`src/rtl/sba_bus_master_if.sv`:
```
// arilla_bus_if: single-cycle system bus between a master and memory-mapped slaves.
// Read data on data_in arrives on the cycle after the read strobe.
interface arilla_bus_if #(
  parameter int AddressWidth = 30
);
  logic [AddressWidth-1:0] address;
  logic [31:0]             data;
  logic [3:0]              byte_enable;
  logic                    read;
  logic                    write;
  logic [31:0]             data_in;
  logic                    intercept;

  modport master (
    output address, data, byte_enable, read, write,
    input  data_in
  );

  modport slave (
    input  address, data, byte_enable, read, write,
    output data_in, intercept
  );
endinterface

```
`src/rtl/sba_bus_master.sv`:
```
// Debug system-bus-access master: turns one SBA request into one sized, lane-steered
// arilla_bus_if cycle (with grant timeout) and returns exactly one response.
module sba_bus_master #(
  parameter int AddressWidth  = 30,
  parameter int TimeoutCycles = 255
) (
  input  logic                    clk,
  input  logic                    rst_n,
  input  logic                    req_valid,
  output logic                    req_ready,
  input  logic                    req_write,
  input  logic [AddressWidth+1:0] req_address,
  input  logic [1:0]              req_size,
  input  logic [31:0]             req_wdata,
  input  logic                    req_autoinc,
  output logic                    rsp_valid,
  output logic                    rsp_error,
  output logic [31:0]             rsp_rdata,
  output logic [AddressWidth+1:0] rsp_address,
  output logic                    busy,
  output logic                    bus_request,
  input  logic                    bus_grant,
  arilla_bus_if.master            bus_interface
);

  localparam int ByteAw   = AddressWidth + 2;
  localparam int CntWidth = $clog2(TimeoutCycles + 1);

  localparam logic [2:0] IDLE    = 3'd0;
  localparam logic [2:0] ARB     = 3'd1;
  localparam logic [2:0] CAPTURE = 3'd2;
  localparam logic [2:0] DONE    = 3'd3;
  localparam logic [2:0] FAIL    = 3'd4;

  logic [2:0]          state_reg;
  logic                write_reg;
  logic [ByteAw-1:0]   addr_reg;
  logic [1:0]          size_reg;
  logic [31:0]         wdata_reg;
  logic                autoinc_reg;
  logic [CntWidth-1:0] cnt_reg;
  logic                rsp_error_reg;
  logic [31:0]         rsp_rdata_reg;
  logic [ByteAw-1:0]   rsp_address_reg;

  logic                req_bad;
  logic                grant_cycle;
  logic                timeout_hit;
  logic [1:0]          lane;
  logic [3:0]          be_next;
  logic [31:0]         lanes_next;
  logic [31:0]         shifted;
  logic [31:0]         rdata_masked;
  logic [ByteAw-1:0]   next_addr;
  logic [ByteAw-1:0]   rsp_addr_ok;

  always_comb begin
    req_bad = 1'b0;
    case (req_size)
      2'd1:    req_bad = req_address[0];
      2'd2:    req_bad = (req_address[1:0] != 2'b00);
      2'd3:    req_bad = 1'b1;
      default: req_bad = 1'b0;
    endcase
  end

  assign grant_cycle = (state_reg == ARB) && bus_grant;
  assign timeout_hit = (cnt_reg == CntWidth'(TimeoutCycles - 1));
  assign lane        = addr_reg[1:0];
  assign next_addr   = addr_reg + (ByteAw'(1) << size_reg);
  assign rsp_addr_ok = autoinc_reg ? next_addr : addr_reg;
  assign shifted     = bus_interface.data_in >> {lane, 3'b000};

  always_comb begin
    be_next      = 4'b1111;
    lanes_next   = wdata_reg;
    rdata_masked = shifted;
    case (size_reg)
      2'd0: begin
        be_next      = 4'b0001 << lane;
        lanes_next   = {4{wdata_reg[7:0]}};
        rdata_masked = {24'h0, shifted[7:0]};
      end
      2'd1: begin
        be_next      = 4'b0011 << lane;
        lanes_next   = {2{wdata_reg[15:0]}};
        rdata_masked = {16'h0, shifted[15:0]};
      end
      default: ;
    endcase
  end

  // Bus strobes exist only in the granted ARB cycle; write data is driven only for writes.
  always_comb begin
    bus_interface.read        = grant_cycle && !write_reg;
    bus_interface.write       = grant_cycle && write_reg;
    bus_interface.address     = '0;
    bus_interface.byte_enable = 4'b0000;
    bus_interface.data        = 32'h0;
    if (grant_cycle) begin
      bus_interface.address     = addr_reg[ByteAw-1:2];
      bus_interface.byte_enable = be_next;
      if (write_reg) begin
        bus_interface.data = lanes_next;
      end
    end
  end

  always_ff @(posedge clk or negedge rst_n) begin
    if (!rst_n) begin
      state_reg       <= IDLE;
      write_reg       <= 1'b0;
      addr_reg        <= '0;
      size_reg        <= 2'd0;
      wdata_reg       <= 32'h0;
      autoinc_reg     <= 1'b0;
      cnt_reg         <= '0;
      rsp_error_reg   <= 1'b0;
      rsp_rdata_reg   <= 32'h0;
      rsp_address_reg <= '0;
    end else begin
      case (state_reg)
        IDLE: begin
          if (req_valid) begin
            write_reg   <= req_write;
            addr_reg    <= req_address;
            size_reg    <= req_size;
            wdata_reg   <= req_wdata;
            autoinc_reg <= req_autoinc;
            cnt_reg     <= '0;
            if (req_bad) begin
              state_reg       <= FAIL;
              rsp_error_reg   <= 1'b1;
              rsp_rdata_reg   <= 32'h0;
              rsp_address_reg <= req_address;
            end else begin
              state_reg <= ARB;
            end
          end
        end
        ARB: begin
          if (bus_grant) begin
            if (write_reg) begin
              state_reg       <= DONE;
              rsp_error_reg   <= 1'b0;
              rsp_rdata_reg   <= 32'h0;
              rsp_address_reg <= rsp_addr_ok;
            end else begin
              state_reg <= CAPTURE;
            end
          end else if (timeout_hit) begin
            state_reg       <= FAIL;
            rsp_error_reg   <= 1'b1;
            rsp_rdata_reg   <= 32'h0;
            rsp_address_reg <= addr_reg;
          end else begin
            cnt_reg <= cnt_reg + CntWidth'(1);
          end
        end
        CAPTURE: begin
          state_reg       <= DONE;
          rsp_error_reg   <= 1'b0;
          rsp_rdata_reg   <= rdata_masked;
          rsp_address_reg <= rsp_addr_ok;
        end
        default: state_reg <= IDLE;
      endcase
    end
  end

  assign req_ready   = (state_reg == IDLE);
  assign busy        = (state_reg != IDLE);
  assign bus_request = (state_reg == ARB);
  assign rsp_valid   = (state_reg == DONE) || (state_reg == FAIL);
  assign rsp_error   = rsp_error_reg;
  assign rsp_rdata   = rsp_rdata_reg;
  assign rsp_address = rsp_address_reg;

endmodule

```
`src/flat_wrapper.sv`:
```
// flat-port wrapper written by rule: the top's interface ports become plain ports
module sba_bus_master_flat 
#(
  parameter int AddressWidth  = 30,
  parameter int TimeoutCycles = 255
)
  (clk, rst_n, req_valid, req_ready, req_write, req_address, req_size, req_wdata, req_autoinc, rsp_valid, rsp_error, rsp_rdata, rsp_address, busy, bus_request, bus_grant, bus_interface_address, bus_interface_data, bus_interface_byte_enable, bus_interface_read, bus_interface_write, bus_interface_data_in);
  arilla_bus_if #(.AddressWidth(AddressWidth)) bus_interface_i ();
  input  logic clk;
  input  logic rst_n;
  input  logic req_valid;
  output logic req_ready;
  input  logic req_write;
  input  logic [AddressWidth+1:0] req_address;
  input  logic [1:0] req_size;
  input  logic [31:0] req_wdata;
  input  logic req_autoinc;
  output logic rsp_valid;
  output logic rsp_error;
  output logic [31:0] rsp_rdata;
  output logic [AddressWidth+1:0] rsp_address;
  output logic busy;
  output logic bus_request;
  input  logic bus_grant;
  output wire logic [$bits(bus_interface_i.address)-1:0] bus_interface_address;
  output wire logic [$bits(bus_interface_i.data)-1:0] bus_interface_data;
  output wire logic [$bits(bus_interface_i.byte_enable)-1:0] bus_interface_byte_enable;
  output wire logic [$bits(bus_interface_i.read)-1:0] bus_interface_read;
  output wire logic [$bits(bus_interface_i.write)-1:0] bus_interface_write;
  input wire logic [$bits(bus_interface_i.data_in)-1:0] bus_interface_data_in;
  assign bus_interface_address = bus_interface_i.address;
  assign bus_interface_data = bus_interface_i.data;
  assign bus_interface_byte_enable = bus_interface_i.byte_enable;
  assign bus_interface_read = bus_interface_i.read;
  assign bus_interface_write = bus_interface_i.write;
  assign bus_interface_i.data_in = bus_interface_data_in;
  sba_bus_master #(.AddressWidth(AddressWidth), .TimeoutCycles(TimeoutCycles)) u_core (.clk(clk), .rst_n(rst_n), .req_valid(req_valid), .req_ready(req_ready), .req_write(req_write), .req_address(req_address), .req_size(req_size), .req_wdata(req_wdata), .req_autoinc(req_autoinc), .rsp_valid(rsp_valid), .rsp_error(rsp_error), .rsp_rdata(rsp_rdata), .rsp_address(rsp_address), .busy(busy), .bus_request(bus_request), .bus_grant(bus_grant), .bus_interface(bus_interface_i));
endmodule
```
`config.mk`:
```
export PLATFORM = sky130hd
export DESIGN_NAME = sba_bus_master_flat
export DESIGN_NICKNAME = d
export VERILOG_FILES = /design/src/rtl/sba_bus_master_if.sv /design/src/rtl/sba_bus_master.sv /design/src/flat_wrapper.sv
export SDC_FILE = /design/constraint.sdc
export NUM_CORES = 1
export LEC_CHECK = 0
export BUFFER_PORTS_ARGS = -buffer_cell sky130_fd_sc_hd__buf_4
export CAP_MARGIN = 0
export CORE_MARGIN = 3
export CORE_UTILIZATION = 40
export DETAILED_ROUTE_END_ITERATION = 16
export HOLD_SLACK_MARGIN = 0.1
export PLACE_DENSITY = 0.61
export SYNTH_ARGS = -nofsm -noshare
export SYNTH_HDL_FRONTEND = slang
export SYNTH_SLANG_ARGS = --single-unit
```
`constraint.sdc`:
```
create_clock -name clk -period 6.3 [get_ports clk]
set_input_delay 0.63 -clock clk [delete_from_list [all_inputs] [get_ports clk]]
set_output_delay 0.63 -clock clk [all_outputs]
set_load 0.05 [all_outputs]
```
==> results.json, run 1 <==
{
  "wire_per_inst_um": 18.9,
  "cts_repair_resizes": 0,
  "synthFlopType": "dfrtp_1",
  "ys.warnings.count": 0,
  "critical_path.max_fanout": 38,
  "cts_root_buf": "clkbuf_16",
  "cpMaxStageDelayCell": "and4bb_2",
  "critPathArrivalTime_ns": 3.21,
  "synth_fp_nets": 912,
  "worstSetupStartpointType": "flip-flop",
  "rsz0062_at_grt": "false",
  "max_stage_delay_ns": 0.90,
  "post-cts-setup-buffers": 0,
  "report.final.slew_viol_count": 0,
  "ioPinCount": 241,
  "run_status": "finished clean",
  "buffers_and_inverters_on_the_worst_path": 1,
  "finalHoldWorstSlack_ns": 0.279,
  "number_of_library_cell_types_mapped_by_synthesis": 71,
  "htreeDepth": 4,
  "adder_cell_share_of_the_synthesized_area": 0.00943,
  "number_of_antenna_violations_at_the_first_check_in_global_routing": 0,
  "placed_wire_length_estimate_after_detailed_placement_um": 17100,
  "layout_cells_sized_above_1": 0.355,
  "worst_clock_skew_ns": 0.00732,
  "first_global_vias": 6885,
  "dieWidth_um": 147,
  "io_buffers": 240,
  "worst_pin_slew_ns": 1.09,
  "post-route-util": 0.550,
  "report.final.hold_viol_count": 0,
  "post-route-drc-count": 0,
  "fmaxAchievable_ghz": 0.261,
  "height_of_the_die_um": 147,
  "crit_type": "reg2out",
  "cts_tree": "yes",
  "drv_cap": 0,
  "initial_core_util": 0.416,
  "finalWeightedCongestion": 0.798,
  "core_region_area_um2": 19100,
  "syn_to_final_growth_pct": 32.2,
  "drt_pass1_iterations": 5,
  "nets": 1123,
  "via_per_inst": 5.42,
  "timing.final.crit_period_ns": 3.84,
  "antenna_cells": 0,
  "worst_supply_voltage_drop_on_vdd_mv": 0.306,
  "synth.ff_latch_count": 144,
  "synth.yosys.seq_area_share": 0.453,
  "number_of_nets_with_antenna_violations_after_detailed_routing": 0,
  "synth_edf_count": 0,
  "final.setup.tns_ns": 0,
  "detailedRoute.firstIterationViolations": 523,
  "finalSetupViolCount": 0,
  "post_synthesis_cell_area_um2": 7960,
  "ctsHoldBuffers": 0,
  "synth.mux.area_fraction": 0.135,
  "leakage_nw": 4.90,
  "cts.clk_slew.worst_paths_ns": 0.06,
  "clock_latency_ns": 0.42,
  "synth_top_family_by_area": "simple AND/OR/NAND/NOR gates",
  "endpoint_kind": "output port",
  "crit_required_ns": 5.67,
  "grt_first_pass_wirelength_um": 38800,
  "asyncSetResetFlopFracSynth": 1.00,
  "grt_overflow": 0,
  "pin_count_of_the_biggest_net_entering_global_routing": 99,
  "finalWirelength_um": 24300,
  "synth_cells": 802,
  "synth_xor_area_frac": 0.0154,
  "gr-usage-all-layers": 0.223,
  "power.density_nw_per_um2": 572,
  "hold_path.class": "in2async",
  "vias": 6973,
  "postSynthAreaPerCell_um2": 9.93,
  "synth_area_in_simple_gates": 0.178,
  "synth_compound_area_frac": 0.171,
  "ctsLongestPathBuffers": 2,
  "fillers": 1826,
  "fp-row-count": 50,
  "max_slew_margin": 0.276,
  "crit_path_cell_trace": "and4bb_2 > nand2_1 > a21oi_1 > buf_4",
  "cts_made_buffers": 17,
  "total_non_filler_cell_area_in_the_finished_layout_um2": 10500,
  "layout_worst_path_cycle_share": 0.609,
  "placement.cell_area_um2": 9900,
  "cts_sinks": 144,
  "floorplan.die_area_um2": 21600,
  "path_delay_family": "simple AND/OR/NAND/NOR gates"
}
synthesized netlist by cell type, types with 7 or more instances:
cell	instances	share of area
mux2i_1	34	0.043
and3_1	15	0.012
nand4_1	11	0.0086
a22o_1	21	0.023
mux2_2	65	0.092
nor2b_1	11	0.0086
a211o_1	8	0.0088
and2_1	33	0.026
nand3_1	7	0.0044
a21oi_1	36	0.023
dfrtp_1	144	0.45
inv_1	8	0.0038
nor3_1	15	0.0094
buf_2	25	0.016
nor2_1	63	0.030
xnor2_1	8	0.0088
o31ai_1	11	0.010
o21ai_0	41	0.026
nand2_1	95	0.045
clkbuf_1	22	0.010
o22ai_1	12	0.0094
a32o_1	9	0.011
power breakdown:
| group | leakage (nW) | switching, mW | internal (mW) |
|---|---|---|---|
| registers | 1.79 | 0.439 | 1.34 |
| clock network | 0.297 | 0.393 | 0.667 |
| logic | 2.82 | 2.03 | 1.15 |
through the flow:
step	power (mW)	instances	worst slack (ns)
2_1_floorplan	4.08	802	2.93
3_3_place_gp	4.96	1254	2.78
3_5_place_dp	4.99	1254	2.60
4_1_cts	6.07	1286	2.42
5_1_grt	6.41	1286	2.19
6_report	6.02	1286	2.46
cell usage in the layout, fill, tap and decap left out, drive strengths merged, types with 11 or more instances in the layout:
cell type    n
mux2        65
and2        33
dfrtp      144
nor2        63
nor2b       11
nand2       96
buf        250
and3        15
o21ai       46
o31ai       11
nand4       13
clkbuf      24
a21oi       36
mux2i       34
o22ai       12
nor3        15
a22o        21
routing by layer:
layer | track usage | wire length, µm
met1 | 0.314 | 11300
met2 | 0.346 | 11300
met4 | 0.0690 | 426
met3 | 0.0500 | 1360
met5 | 0 | 0
path summary, 6_finish.rpt:
path | start | to | slack (ns) | cells past startpoint
setup / recovery | u_core.state_reg[2]$_DFFE_PN0P_ | bus_interface_data[12] | 2.46 | 4
hold / removal | rst_n | u_core.addr_reg[25]$_DFFE_PN0P_ | 0.28 | 1
setup reg to reg | u_core.size_reg[0]$_DFFE_PN0P_ | u_core.rsp_address[24]$_DFFE_PN0P_ | 2.57 | 10
hold reg to reg | u_core.rsp_address[3]$_DFFE_PN0P_ | u_core.rsp_address[3]$_DFFE_PN0P_ | 0.48 | 1
max in group asynchronous | rst_n | u_core.rsp_rdata[1]$_DFFE_PN0P_ | 4.76 | 2
min in group clk | req_wdata[19] | u_core.wdata_reg[19]$_DFFE_PN0P_ | 0.44 | 2
kinds of logic after synthesis:
family	Yosys count
compound gates	192
mux	99
xor+xnor	14
fa+ha+maj	6
simple gates	280
flops	144
buf+inv	67
final cells by class:
cell class	count	area (µm²)	share of cell area
clock buffers	24	492	0.0467
clock inverters	8	128	0.0121
inverters	9	33.8	0.00321
multi-input cells	591	4060	0.386
flip-flops and latches	144	3600	0.343
well taps	260	325	0.0309
repair buffers	250	1880	0.179
(Power assumes the default switching activity.)
==> run 2: changes to the inputs <==
Settings changed: PLACE_DENSITY 0.61 to 0.63.
Clock period 6.3 ns to 3.47 ns, I/O delays scaled along.
==> results.json, run 2 (same netlist as run 1, synthesis figures left out) <==
{
  "run_status": "finished clean",
  "ioPinCount": 241,
  "crit_type": "reg2reg",
  "critPathArrivalTime_ns": 3.32,
  "power.density_nw_per_um2": 1030,
  "rsz0062_at_grt": "false",
  "ctsLongestPathBuffers": 2,
  "hold_path.startpoint": "req_size[1]",
  "cts_tree": "yes",
  "fmaxAchievable_ghz": 0.334,
  "gr-usage-all-layers": 0.226,
  "layout_worst_path_cycle_share": 0.864,
  "crit_path_cell_trace": "or2_2 > clkinv_1 > ha_1 > ha_1 > a211oi_1 > a21oi_1 > buf_4 > nand3_1 > xnor2_1 > nor2_1 > o31ai_1",
  "cts_made_buffers": 17,
  "report.final.hold_viol_count": 0,
  "grt_overflow": 0,
  "syn_to_final_growth_pct": 33.6,
  "place.detailed.instances": 1265,
  "vias": 7039,
  "layout_cells_sized_above_1": 0.362,
  "height_of_the_die_um": 147,
  "cts_sinks": 144,
  "commonest_non_fill_non_tap_cell_in_the_layout": "buf_4",
  "via_per_inst": 5.42,
  "crit_required_ns": 3.79,
  "critical_path.max_fanout": 10,
  "final.setup.tns_ns": 0,
  "initial_core_util": 0.416,
  "max_slew_margin": 0.483,
  "dieWidth_um": 147,
  "placed_wire_length_estimate_after_detailed_placement_um": 17600,
  "pin_count_of_the_biggest_net_entering_global_routing": 80,
  "worst_pin_slew_ns": 0.775,
  "grt_first_pass_wirelength_um": 39300,
  "finalWirelength_um": 24500,
  "layout_common_cells": "buf_4, dfrtp_1, nand2_1",
  "core_region_area_um2": 19100,
  "worstSetupStartpointType": "flip-flop",
  "worst_clock_skew_ns": 0.0132,
  "finalWeightedCongestion": 0.845,
  "worst_supply_voltage_drop_on_vdd_mv": 0.525,
  "report.final.slew_viol_count": 0,
  "number_of_antenna_violations_at_the_first_check_in_global_routing": 1,
  "cts.clk_slew.worst_paths_ns": 0.06,
  "cts_root_buf": "clkbuf_16",
  "io_buffers": 240,
  "worstRegToRegCells": 11,
  "fp-row-count": 50,
  "wire_per_inst_um": 18.9,
  "post-cts-setup-buffers": 0,
  "leakage_nw": 4.97,
  "rr_startpoint": "u_core.size_reg[1]$_DFFE_PN0P_",
  "min_delay_path_depth": 3,
  "post-route-drc-count": 0,
  "drv_cap": 0,
  "floorplan.die_area_um2": 21600,
  "antenna_cells": 0,
  "clock_latency_ns": 0.42,
  "timing.final.crit_period_ns": 3.00,
  "cpMaxStageDelayCell": "a211oi_1",
  "endpoint_kind": "flip-flop",
  "worstReg2RegEnd": "u_core.rsp_address[20]$_DFFE_PN0P_",
  "worst_hold_path.endpoint": "u_core.size_reg[1]$_DFFE_PN0P_",
  "max_stage_delay_ns": 0.44,
  "htreeDepth": 4,
  "drt_pass1_iterations": 5,
  "hold_path.class": "in2reg",
  "number_of_nets_with_antenna_violations_after_detailed_routing": 0,
  "first_global_vias": 7081,
  "nets": 1135,
  "fin_cells": 1298,
  "detailedRoute.firstIterationViolations": 399,
  "timing.reg2reg.setup_slack_ns": 0.47,
  "cp_common_cell": "ha_1",
  "finalSetupViolCount": 0
}
## run 2: per-stage QoR
step | total power [mW] | setup WS, ns | util | cell area, µm² | hold WS (ns)
after floorplan | 7.40 | 0.101 | - | 7960 | 0.0514
after global placement | 9.08 | 0.550 | 0.523 | 10000 | 0.457
after detailed placement | 9.16 | 0.464 | 0.523 | 10000 | 0.443
after CTS | 11.1 | 0.452 | 0.556 | 10600 | 0.128
after global routing | 11.7 | 0.0893 | 0.556 | 10600 | 0.137
final | 11.0 | 0.472 | 0.556 | 10600 | 0.142
## run 2: worst max-delay path by stage
stage	from	endpoint	slack (ns)	depth (start not counted)
after global routing	u_core.size_reg[1]$_DFFE_PN0P_	u_core.rsp_address[20]$_DFFE_PN0P_	0.09	11
after detailed placement	u_core.size_reg[1]$_DFFE_PN0P_	u_core.rsp_address[20]$_DFFE_PN0P_	0.46	11
after global placement	u_core.size_reg[1]$_DFFE_PN0P_	u_core.rsp_address[24]$_DFFE_PN0P_	0.55	11
final	u_core.size_reg[1]$_DFFE_PN0P_	u_core.rsp_address[20]$_DFFE_PN0P_	0.47	11
after floorplan	u_core.state_reg[1]$_DFFE_PN0P_	u_core.rsp_address[28]$_DFFE_PN0P_	0.10	9
after CTS	u_core.size_reg[1]$_DFFE_PN0P_	u_core.rsp_address[20]$_DFFE_PN0P_	0.45	11
## run 2: timing repair
action                                 4_1_cts  5_1_grt
endpoints found under the hold margin       77        0
hold buffers                                 1        0
resized for setup                            0        0
## run 2: layout make-up
cell class	count	area (µm²)
multi-input combinational	591	4060
tap	260	325
clock inverter	12	159
inverter	9	33.8
timing repair buffer	262	2010
fill	1790	8510
clock buffer	20	447
sequential	144	3600
## run 2: per-layer routing
layer  up-vias  share of wire  track usage
li1       3353              -            -
met1      3414           0.45        0.313
met5         -              0            0
met2       229           0.46        0.348
met3        43          0.061       0.0537
met4         0          0.025       0.0829
## run 2: where the power goes
part           switching, mW  internal, mW  total [mW]
logic                   3.73          2.18        5.91
clock network          0.738          1.15        1.89
registers              0.766          2.44        3.21
## run 2: worst max-delay path, delay by kind of cell (launching register included)
family	cells	cell delay, ns
AO/OA/AOI/OAI	3	0.79
XOR/XNOR	1	0.14
buffers and inverters	2	0.52
AND/OR/NAND/NOR	3	0.49
adder cells (fa/ha/maj)	2	0.54
flip-flops	1	0.41
